[src/rtl/connect4_pkg.sv]
// Shared definitions for the Connect4 controller: board geometry, FSM state
// encoding, detector status codes and a column-full helper.
package connect4_pkg;

  localparam int BOARD_COLS = 4;
  localparam int BOARD_ROWS = 4;

  // ctrl_state encoding, also shown on the debug LEDs
  localparam logic [2:0] ENC_IDLE   = 3'd0;
  localparam logic [2:0] ENC_SELECT = 3'd1;
  localparam logic [2:0] ENC_COMMIT = 3'd2;
  localparam logic [2:0] ENC_SETTLE = 3'd3;
  localparam logic [2:0] ENC_CHECK  = 3'd4;
  localparam logic [2:0] ENC_OVER   = 3'd5;

  typedef enum logic [2:0] {
    S_IDLE   = ENC_IDLE,
    S_SELECT = ENC_SELECT,
    S_COMMIT = ENC_COMMIT,
    S_SETTLE = ENC_SETTLE,
    S_CHECK  = ENC_CHECK,
    S_OVER   = ENC_OVER
  } state_t;

  // winner detector status codes
  localparam logic [1:0] ST_PLAY = 2'b00;
  localparam logic [1:0] ST_P1   = 2'b01;
  localparam logic [1:0] ST_P2   = 2'b10;
  localparam logic [1:0] ST_DRAW = 2'b11;

  // A column is full when its top cell (row 3, index 12+col) is occupied
  function automatic logic col_full(input logic [15:0] board, input logic [1:0] col);
    return board[{2'b11, col}];
  endfunction

endpackage

[src/rtl/autodrop_picker.sv]
// Picks the column for a timeout auto-drop: first non-full column starting
// at the cursor and wrapping 3->0. all_full flags a board with no legal move.
module autodrop_picker
  import connect4_pkg::*;
(
  input  logic [15:0] gameboard,
  input  logic [1:0]  cursor,
  output logic [1:0]  pick_col,
  output logic        all_full
);

  logic [1:0] cand;

  // Scan from the farthest offset back to the cursor so the nearest legal column wins
  always_comb begin
    pick_col = cursor;
    all_full = 1'b1;
    cand     = '0;
    for (int k = BOARD_COLS - 1; k >= 0; k--) begin
      cand = cursor + 2'(k);
      if (!col_full(gameboard, cand)) begin
        pick_col = cand;
        all_full = 1'b0;
      end
    end
  end

endmodule

[src/rtl/connect4_turn_controller.sv]
// Connect4 turn sequencer: cursor handling, drop validation, move strobe,
// settle wait, win/draw check and per-move timeout with auto-drop.
module connect4_turn_controller
  import connect4_pkg::*;
#(
  parameter int SETTLE_CYCLES  = 3,
  parameter int TIMEOUT_CYCLES = 50_000_000,
  parameter int TMR_W          = 26
)(
  input  logic        clk,
  input  logic        reset,
  input  logic        start,
  input  logic        btn_left,
  input  logic        btn_right,
  input  logic        btn_drop,
  input  logic [15:0] gameboard,
  input  logic [1:0]  game_status,
  output logic        move_en,
  output logic [3:0]  move_col,
  output logic [1:0]  cursor_col,
  output logic        player_turn,
  output logic        invalid_move,
  output logic        game_over,
  output logic [1:0]  winner,
  output logic [2:0]  ctrl_state
);

  localparam bit               TMO_EN      = (TIMEOUT_CYCLES != 0);
  localparam logic [TMR_W-1:0] TMR_LAST    = TMR_W'(TIMEOUT_CYCLES - 1);
  localparam logic [3:0]       SETTLE_LAST = 4'(SETTLE_CYCLES - 1);

  state_t           state;
  logic [TMR_W-1:0] tmr;
  logic [3:0]       settle_cnt;
  logic [1:0]       pick_col;
  logic             all_full;
  logic             top_full;
  logic             timeout_hit;

  autodrop_picker u_pick (
    .gameboard (gameboard),
    .cursor    (cursor_col),
    .pick_col  (pick_col),
    .all_full  (all_full)
  );

  assign top_full    = &gameboard[15:12];
  assign timeout_hit = TMO_EN && (tmr == TMR_LAST);
  assign ctrl_state  = state;

  // Game FSM with both counters; every output is a register updated here
  always_ff @(posedge clk or negedge reset) begin
    if (!reset) begin
      state        <= S_IDLE;
      cursor_col   <= '0;
      move_col     <= '0;
      player_turn  <= 1'b0;
      winner       <= ST_PLAY;
      move_en      <= 1'b0;
      invalid_move <= 1'b0;
      game_over    <= 1'b0;
      tmr          <= '0;
      settle_cnt   <= '0;
    end else begin
      move_en      <= 1'b0;
      invalid_move <= 1'b0;
      case (state)
        S_IDLE, S_OVER: begin
          if (start) begin
            state       <= S_SELECT;
            cursor_col  <= '0;
            player_turn <= 1'b0;
            winner      <= ST_PLAY;
            game_over   <= 1'b0;
            tmr         <= '0;
          end
        end
        S_SELECT: begin
          if (btn_drop && !col_full(gameboard, cursor_col)) begin
            // drop wins over cursor buttons and uses the pre-move cursor
            move_col <= {2'b00, cursor_col};
            state    <= S_COMMIT;
          end else begin
            if (btn_drop)
              invalid_move <= 1'b1;
            else if (btn_left && !btn_right && cursor_col != 2'd0)
              cursor_col <= cursor_col - 2'd1;
            else if (btn_right && !btn_left && cursor_col != 2'd3)
              cursor_col <= cursor_col + 2'd1;
            // a rejected drop does not count as activity for the timeout
            if (!btn_drop && (btn_left || btn_right)) begin
              tmr <= '0;
            end else if (timeout_hit) begin
              tmr <= '0;
              if (all_full) begin
                state <= S_CHECK;
              end else begin
                move_col <= {2'b00, pick_col};
                state    <= S_COMMIT;
              end
            end else begin
              tmr <= tmr + 1'b1;
            end
          end
        end
        S_COMMIT: begin
          move_en    <= 1'b1;
          settle_cnt <= '0;
          state      <= S_SETTLE;
        end
        S_SETTLE: begin
          if (settle_cnt == SETTLE_LAST) state <= S_CHECK;
          else                           settle_cnt <= settle_cnt + 4'd1;
        end
        S_CHECK: begin
          if (game_status != ST_PLAY) begin
            state     <= S_OVER;
            winner    <= game_status;
            game_over <= 1'b1;
          end else if (top_full) begin
            state     <= S_OVER;
            winner    <= ST_DRAW;
            game_over <= 1'b1;
          end else begin
            state       <= S_SELECT;
            player_turn <= ~player_turn;
            tmr         <= '0;
          end
        end
        default: state <= S_IDLE;
      endcase
    end
  end

endmodule

[config.mk]
export PLATFORM = sky130hd
export DESIGN_NAME = connect4_turn_controller
export DESIGN_NICKNAME = d
export VERILOG_FILES = /design/src/rtl/connect4_pkg.sv /design/src/rtl/autodrop_picker.sv /design/src/rtl/connect4_turn_controller.sv
export SDC_FILE = /design/constraint.sdc
export NUM_CORES = 1
export LEC_CHECK = 0
export CORE_AREA = 3 3 72 74
export CTS_CLUSTER_SIZE = 16
export DETAILED_ROUTE_END_ITERATION = 10
export DIE_AREA = 0 0 75 77
export DONT_BUFFER_PORTS = 1
export PLACE_DENSITY = 0.84
export SLEW_MARGIN = 30
export SYNTH_ARGS = -nofsm -noshare
export SYNTH_HDL_FRONTEND = slang
export SYNTH_HIERARCHICAL = 1
export SYNTH_SLANG_ARGS = --single-unit
[constraint.sdc]
create_clock -name clk -period 2.35 [get_ports clk]
set_input_delay 0.47 -clock clk [delete_from_list [all_inputs] [get_ports clk]]
set_output_delay 0.47 -clock clk [all_outputs]
set_load 0.1 [all_outputs]
# ---- Yosys cells after proc, flatten, opt, wreduce, memory -nomap -nowiden
# Index checks and enable logic that the tools add are counted.
dict set report word_totals {
  ff_bits 45
  latch_bits 0
  mem_bits_rw 0
  mem_bits_ro 0
  inputBits 24
  output_inout_bits 15
  wordCells 128
  mem_count 0
}
dict set report op_classes {
  addsub 6
  mul 0
  div 0
  magnitude_cmp 4
  eq_ne 21
  n_shift 0
  n_mux 58
  bitwise_logic 1
  n_reduce_logical 28
}
# op count
set op_table {}
lappend op_table {{2-to-1 mux 26 bit} 6}
lappend op_table {{one-hot mux 26 bit (3 select lines)} 1}
lappend op_table {{adder 26 x 1 -> 26 bit, second input constant} 1}
lappend op_table {{== test 26 bit, second input constant} 1}
lappend op_table {{2-to-1 mux 3 bit} 8}
lappend op_table {{2-to-1 mux 2 bit} 11}
lappend op_table {{< comparator 4 x 5 -> 1 bit, second input constant} 4}
lappend op_table {{2-to-1 mux 4 bit} 5}
lappend op_table {{!= test 2 bit, second input constant} 9}
lappend op_table {{2-to-1 mux 1 bit} 17}
lappend op_table {{AND reduction 4 bit} 4}
lappend op_table {{one-hot mux 3 bit (5 select lines)} 1}
lappend op_table {{!= test 3 bit, second input constant} 4}
lappend op_table {{nonzero test 2 bit} 6}
lappend op_table {{AND reduction 5 bit} 2}
lappend op_table {{binary-select mux 1 bit (select 2 bit)} 4}
lappend op_table {{one-hot mux 2 bit (2 select lines)} 2}
lappend op_table {{one-hot mux 4 bit (2 select lines)} 1}
lappend op_table {{== test 3 x 2 -> 1 bit, second input constant} 2}
lappend op_table {{== test 3 bit, second input constant} 2}
lappend op_table {{logical AND 1 bit} 6}
lappend op_table {{adder 2 bit, second input constant} 2}
lappend op_table {{adder 4 x 1 -> 4 bit, second input constant} 1}
lappend op_table {{== test 4 x 2 -> 1 bit, second input constant} 1}
lappend op_table {{other kinds (13)} 17}

# ---- Logic depth before layout (Yosys ltp)
dict set report logic_depth {
  ltp_word 12
  ltp_mapped 8
}

# ---- Cells and area by module
# Netlist, hierarchy kept.
# module n_inst cells_per_inst area_per_inst_um2 seq_area_each_um2
set by_module_without_submodules {}
lappend by_module_without_submodules {connect4_turn_controller 1 278 2533.7 1076.0}
lappend by_module_without_submodules {autodrop_picker 1 15 88.8 0.0}

# ---- Worst setup path before layout
# No wires, ideal clock.
dict set report synth_path {
  path_type {flip-flop to flip-flop}
  from {reg cursor_col[1]}
  to {reg tmr[8]}
  arrival_time_ns 2.939
  t_required_ns 2.224
  slack_ns -0.715
  path_stages_with_launch 8
  path_buffers 2
  synth_period_minus_slack_ns 3.065
  path_cell_list {dfrtp_1 > buf_2 > mux4_2 > or4_1 > nand3_1 > buf_4 > nor3_2 > a221o_1}
}
dict set report synth_via {
  elab_chain_cells 6
}
# element line
set synth_rtl {}
lappend synth_rtl {{from (decl)} connect4_turn_controller.sv:20} ;# output logic [1:0] cursor_col,
lappend synth_rtl {{from (signal assigned)} connect4_turn_controller.sv:87} ;# cursor_col <= cursor_col - 2'd1;
lappend synth_rtl {{from (signal assigned)} connect4_turn_controller.sv:89} ;# cursor_col <= cursor_col + 2'd1;
lappend synth_rtl {{binary-select mux 1 bit (select 2 bit)} connect4_pkg.sv:33} ;# return board[{2'b11, col}];
lappend synth_rtl {{2-to-1 mux 1 bit (not written as such)} connect4_pkg.sv:33}
lappend synth_rtl {{zero test 1 bit} connect4_turn_controller.sv:79} ;# if (btn_drop && !col_full(gameboard, cursor_col)) begin
lappend synth_rtl {{logical AND 1 bit} connect4_turn_controller.sv:79}
lappend synth_rtl {{!= test 2 bit (no line)} --}
lappend synth_rtl {{AND reduction 5 bit (no line)} --}
lappend synth_rtl {{to (signal assigned)} connect4_turn_controller.sv:102} ;# tmr <= tmr + 1'b1;
lappend synth_rtl {{to (decl)} connect4_turn_controller.sv:33} ;# logic [TMR_W-1:0] tmr;
# Every way passes these cells. The select of a mux whose other input is x is not followed.
# A chain may end at the register's enable or synchronous reset.

# ---- Final worst setup path
dict set report layout_path {
  from {reg cursor_col[1]}
  to {reg tmr[17]}
}
# The elaborated chain is that of the path after synthesis.

==> results.yml <==
critical_path:
  worstPathRequired_ps: 2570
  path_cells: "mux4_2, nor4_2, or4_4, or4_1, a21oi_1"
  worstSetupPathType: "flip-flop to flip-flop"
  crit_path_start_kind: "flip-flop"
  cpPeakStageDelay_ps: 600
  crit_slowest_cell: "or4_4"
  end_kind: "flip-flop"
  cp_data_arrival_time_ps: 2450
  crit_fanout: 10
sta:
  slew_headroom_pct: 40.33
  setup_tns_ps: 0
  rsz0062_at_grt: "no"
  skew_ps: 5.076
  min_period_ps: 2228
  fmax_mhz: 448.8
  setup_violations: 0
  maxSlewViolCount: 0
  timing.final.crit_share_pct: 94.83
  hold_viol: 0
  worst_pin_slew_ps: 895.0
clocking:
  clock-sinks: 43
  root_buffer: "clkbuf_8"
  cts.path.max_buffers: 2
  clkTransAtPathRegs_ps: 80
  cts_buffers: 5
  htreeDepth: 2
  postCtsSetupRepairBufs: 0
  clk_latency_ps: 290
  tritoncts: "built"
logic_synthesis:
  synth_top_family_by_area: "simple AND/OR/NAND/NOR gates"
  ys.flop_type: "dfrtp_1"
  yosys.area.top_type: "dfrtp_1"
  yosys-mux-area-fraction_pct: 4.055
  synth_compound_area_share_pct: 21.18
  yosysMostFrequentCell: "dfrtp_1"
  ys_warn_count: 6
  ys_seq_elements: 43
  seq_area_frac_synth_pct: 41.03
  synth_cell_types: 53
  synthArstFlopShare_pct: 100.0
  synth_fa_ha_area_share_pct: 1.431
  synthCells: 293
  synth_area_per_cell_um2: 8.951
  synth_top_cells_by_area: "dfrtp_1 (41%), a21oi_1 (4.4%), o21ai_0 (3.6%), nand2_1 (3.4%), o31ai_1 (2.9%)"
  syn-cell-area_um2: 2623
  synth-simple-area-share_pct: 27.05
  synth_commonest_cells: "dfrtp_1 (43), nand2_1 (24), a21oi_1 (23), o21ai_0 (19), nor2_1 (17)"
  synth_edf_count: 0
  synthXorXnorAreaFrac_pct: 1.002
  synth_top_area_share_pct: 41.03
detailed_routing:
  wl_mm: 5.922
  wl_met1_mm: 2.725
  avgViaCountPerCell: 6.430
  antenna_left: 0
  wire_per_inst_um: 16.01
  vias: 2379
  wl_met2_mm: 2.842
  routed-wl-met3_um: 277
  firstDrtPassIters: 5
  drtIter0Drc: 186
  top_layer: "met4"
  drc: 0
die:
  start_util_pct: 56.27
  num_rows: 25
  die_w_um: 75
  dieArea_um2: 5775
  io_pins: 39
  die_h_um: 77
  core_area_um2: 4661
pwr:
  leakage_uw: 0.001239
  p_per_area_nw_per_um2: 1112
  ir_drop_mv: 0.8567
placed_design:
  io_buffers: 0
  place.gp.congestion: 0.8989
  dpl.hpwl_mm: 4.256
  placed_area_um2: 2848
global_routing:
  antenna_found_initial: 0
  grt_max_degree: 44
  grt_pass1_vias: 2247
  gr-total-overflow: 0
  grt_first_pass_wirelength_mm: 10.12
  grt_use_total_pct: 21.82
worst_hold_path:
  hold_class: "input port to async pin"
cells_and_area:
  fill_cells: 359
  diodes: 0
  nNetsFinal: 342
  syn2layout_area_growth_pct: 13.22
  fin_area_um2: 2969
  drive_above_1_share_pct: 17.09
run:
  drv_cap: 0
run_status:
  status: "completed"
==> power breakdown <==
part / internal, uW / switching [uW] / total (uW)
logic: 499 / 1180 / 1680
registers: 876 / 238 / 1110
clock network: 268 / 243 / 512
total: 1640 / 1660 / 3300
==> per-layer routing <==
layer / vias to the layer above / track usage (%)
li1: 1148 / -
met1: 1173 / 30.54
met2: 52 / 33.01
met3: 6 / 5.636
met4: 0 / 6.228
met5: - / 0
==> worst max-delay path, delay by kind of cell (launching register included) <==
| kind | cells | cell delay, ps |
|---|---|---|
| and+or+nand+nor | 3 | 1150 |
| AOI/OAI and AO/OA | 1 | 130 |
| muxes | 1 | 390 |
| DFF | 1 | 480 |
==> registers in the layout, indices dropped and copies added, names as in the netlist <==
| signal | count |
|---|---|
| game_over | 1 |
| tmr | 26 |
| player_turn | 1 |
| invalid_move | 1 |
| move_en | 1 |
| move_col | 2 |
| winner | 2 |
| cursor_col | 2 |
| settle_cnt | 4 |
| ctrl_state | 3 |
==> metrics by stage <==
stage	instances	utilization, %	hold WS [ps]	worst slack, ps	total power (uW)
6_report	370	63.70	14.98	121.6	3301
5_1_grt	370	63.70	20.63	20.95	3478
4_1_cts	370	63.68	22.77	102.1	3303
3_5_place_dp	361	61.10	175.7	95.50	2778
3_3_place_gp	361	61.10	175.4	125.0	2744
2_1_floorplan	294	-	174.4	-156.6	2448
==> cells in the final DEF, fill, tap and decap left out, types with 2 or more instances in the layout <==
cell type   n
a21o_1      4
a21oi_1    23
a221o_1     3
a22o_1      6
a311oi_1    2
a31oi_1     2
and3_1      4
buf_4      25
clkbuf_8    7
conb_1      2
dfrtp_1    39
dfrtp_2     2
dfrtp_4     2
ha_1        3
inv_1      12
mux2_2      2
mux2i_1     5
nand2_1    24
nand2b_1    6
nand3_1     9
nand4_1     7
nor2_1     17
nor2b_1     7
nor3_1     14
nor3b_1     2
nor4_2      2
o21ai_0    18
o21bai_1    2
o22ai_1     3
o31ai_1    10
or2_2       4
or3_1      12
or4_1       8
or4_4       2
xnor2_1     2
==> final cells by class <==
| class | count | area (um^2) | area share, % |
|---|---|---|---|
| clock buffer | 8 | 100.1 | 3.371 |
| inverter | 12 | 45.04 | 1.517 |
| multi-input combinational | 227 | 1463 | 49.26 |
| sequential | 43 | 1086 | 36.58 |
| tap | 54 | 67.56 | 2.276 |
| timing repair buffer | 26 | 207.7 | 6.995 |
==> what timing repair did <==
| action | in CTS | in global routing |
|---|---|---|
| setup endpoints to repair | 0 | 17 |
| hold buffers | 1 | 0 |
| resized for setup | 0 | 1 |
| hold endpoints to repair | 43 | 0 |
==> kinds of logic after synthesis <==
logic type	count (synthesis)
flops	43
xor+xnor	3
simple gates	126
compound gates	84
mux	9
buf+inv	24
other cells	1
fa+ha+maj	3
==> worst paths after layout <==
check	startpoint	to	slack [ps]	depth (start not counted)
setup / recovery	cursor_col[1]	tmr[17]	120	5
hold / removal	reset	tmr[3]	10	1
setup reg to reg	cursor_col[1]	tmr[17]	120	5
hold reg to reg	game_over	game_over	490	1
max in group asynchronous	reset	cursor_col[0]	2100	1
min in group clk	btn_drop	invalid_move	320	1
Power figures use the tool's default switching activity.
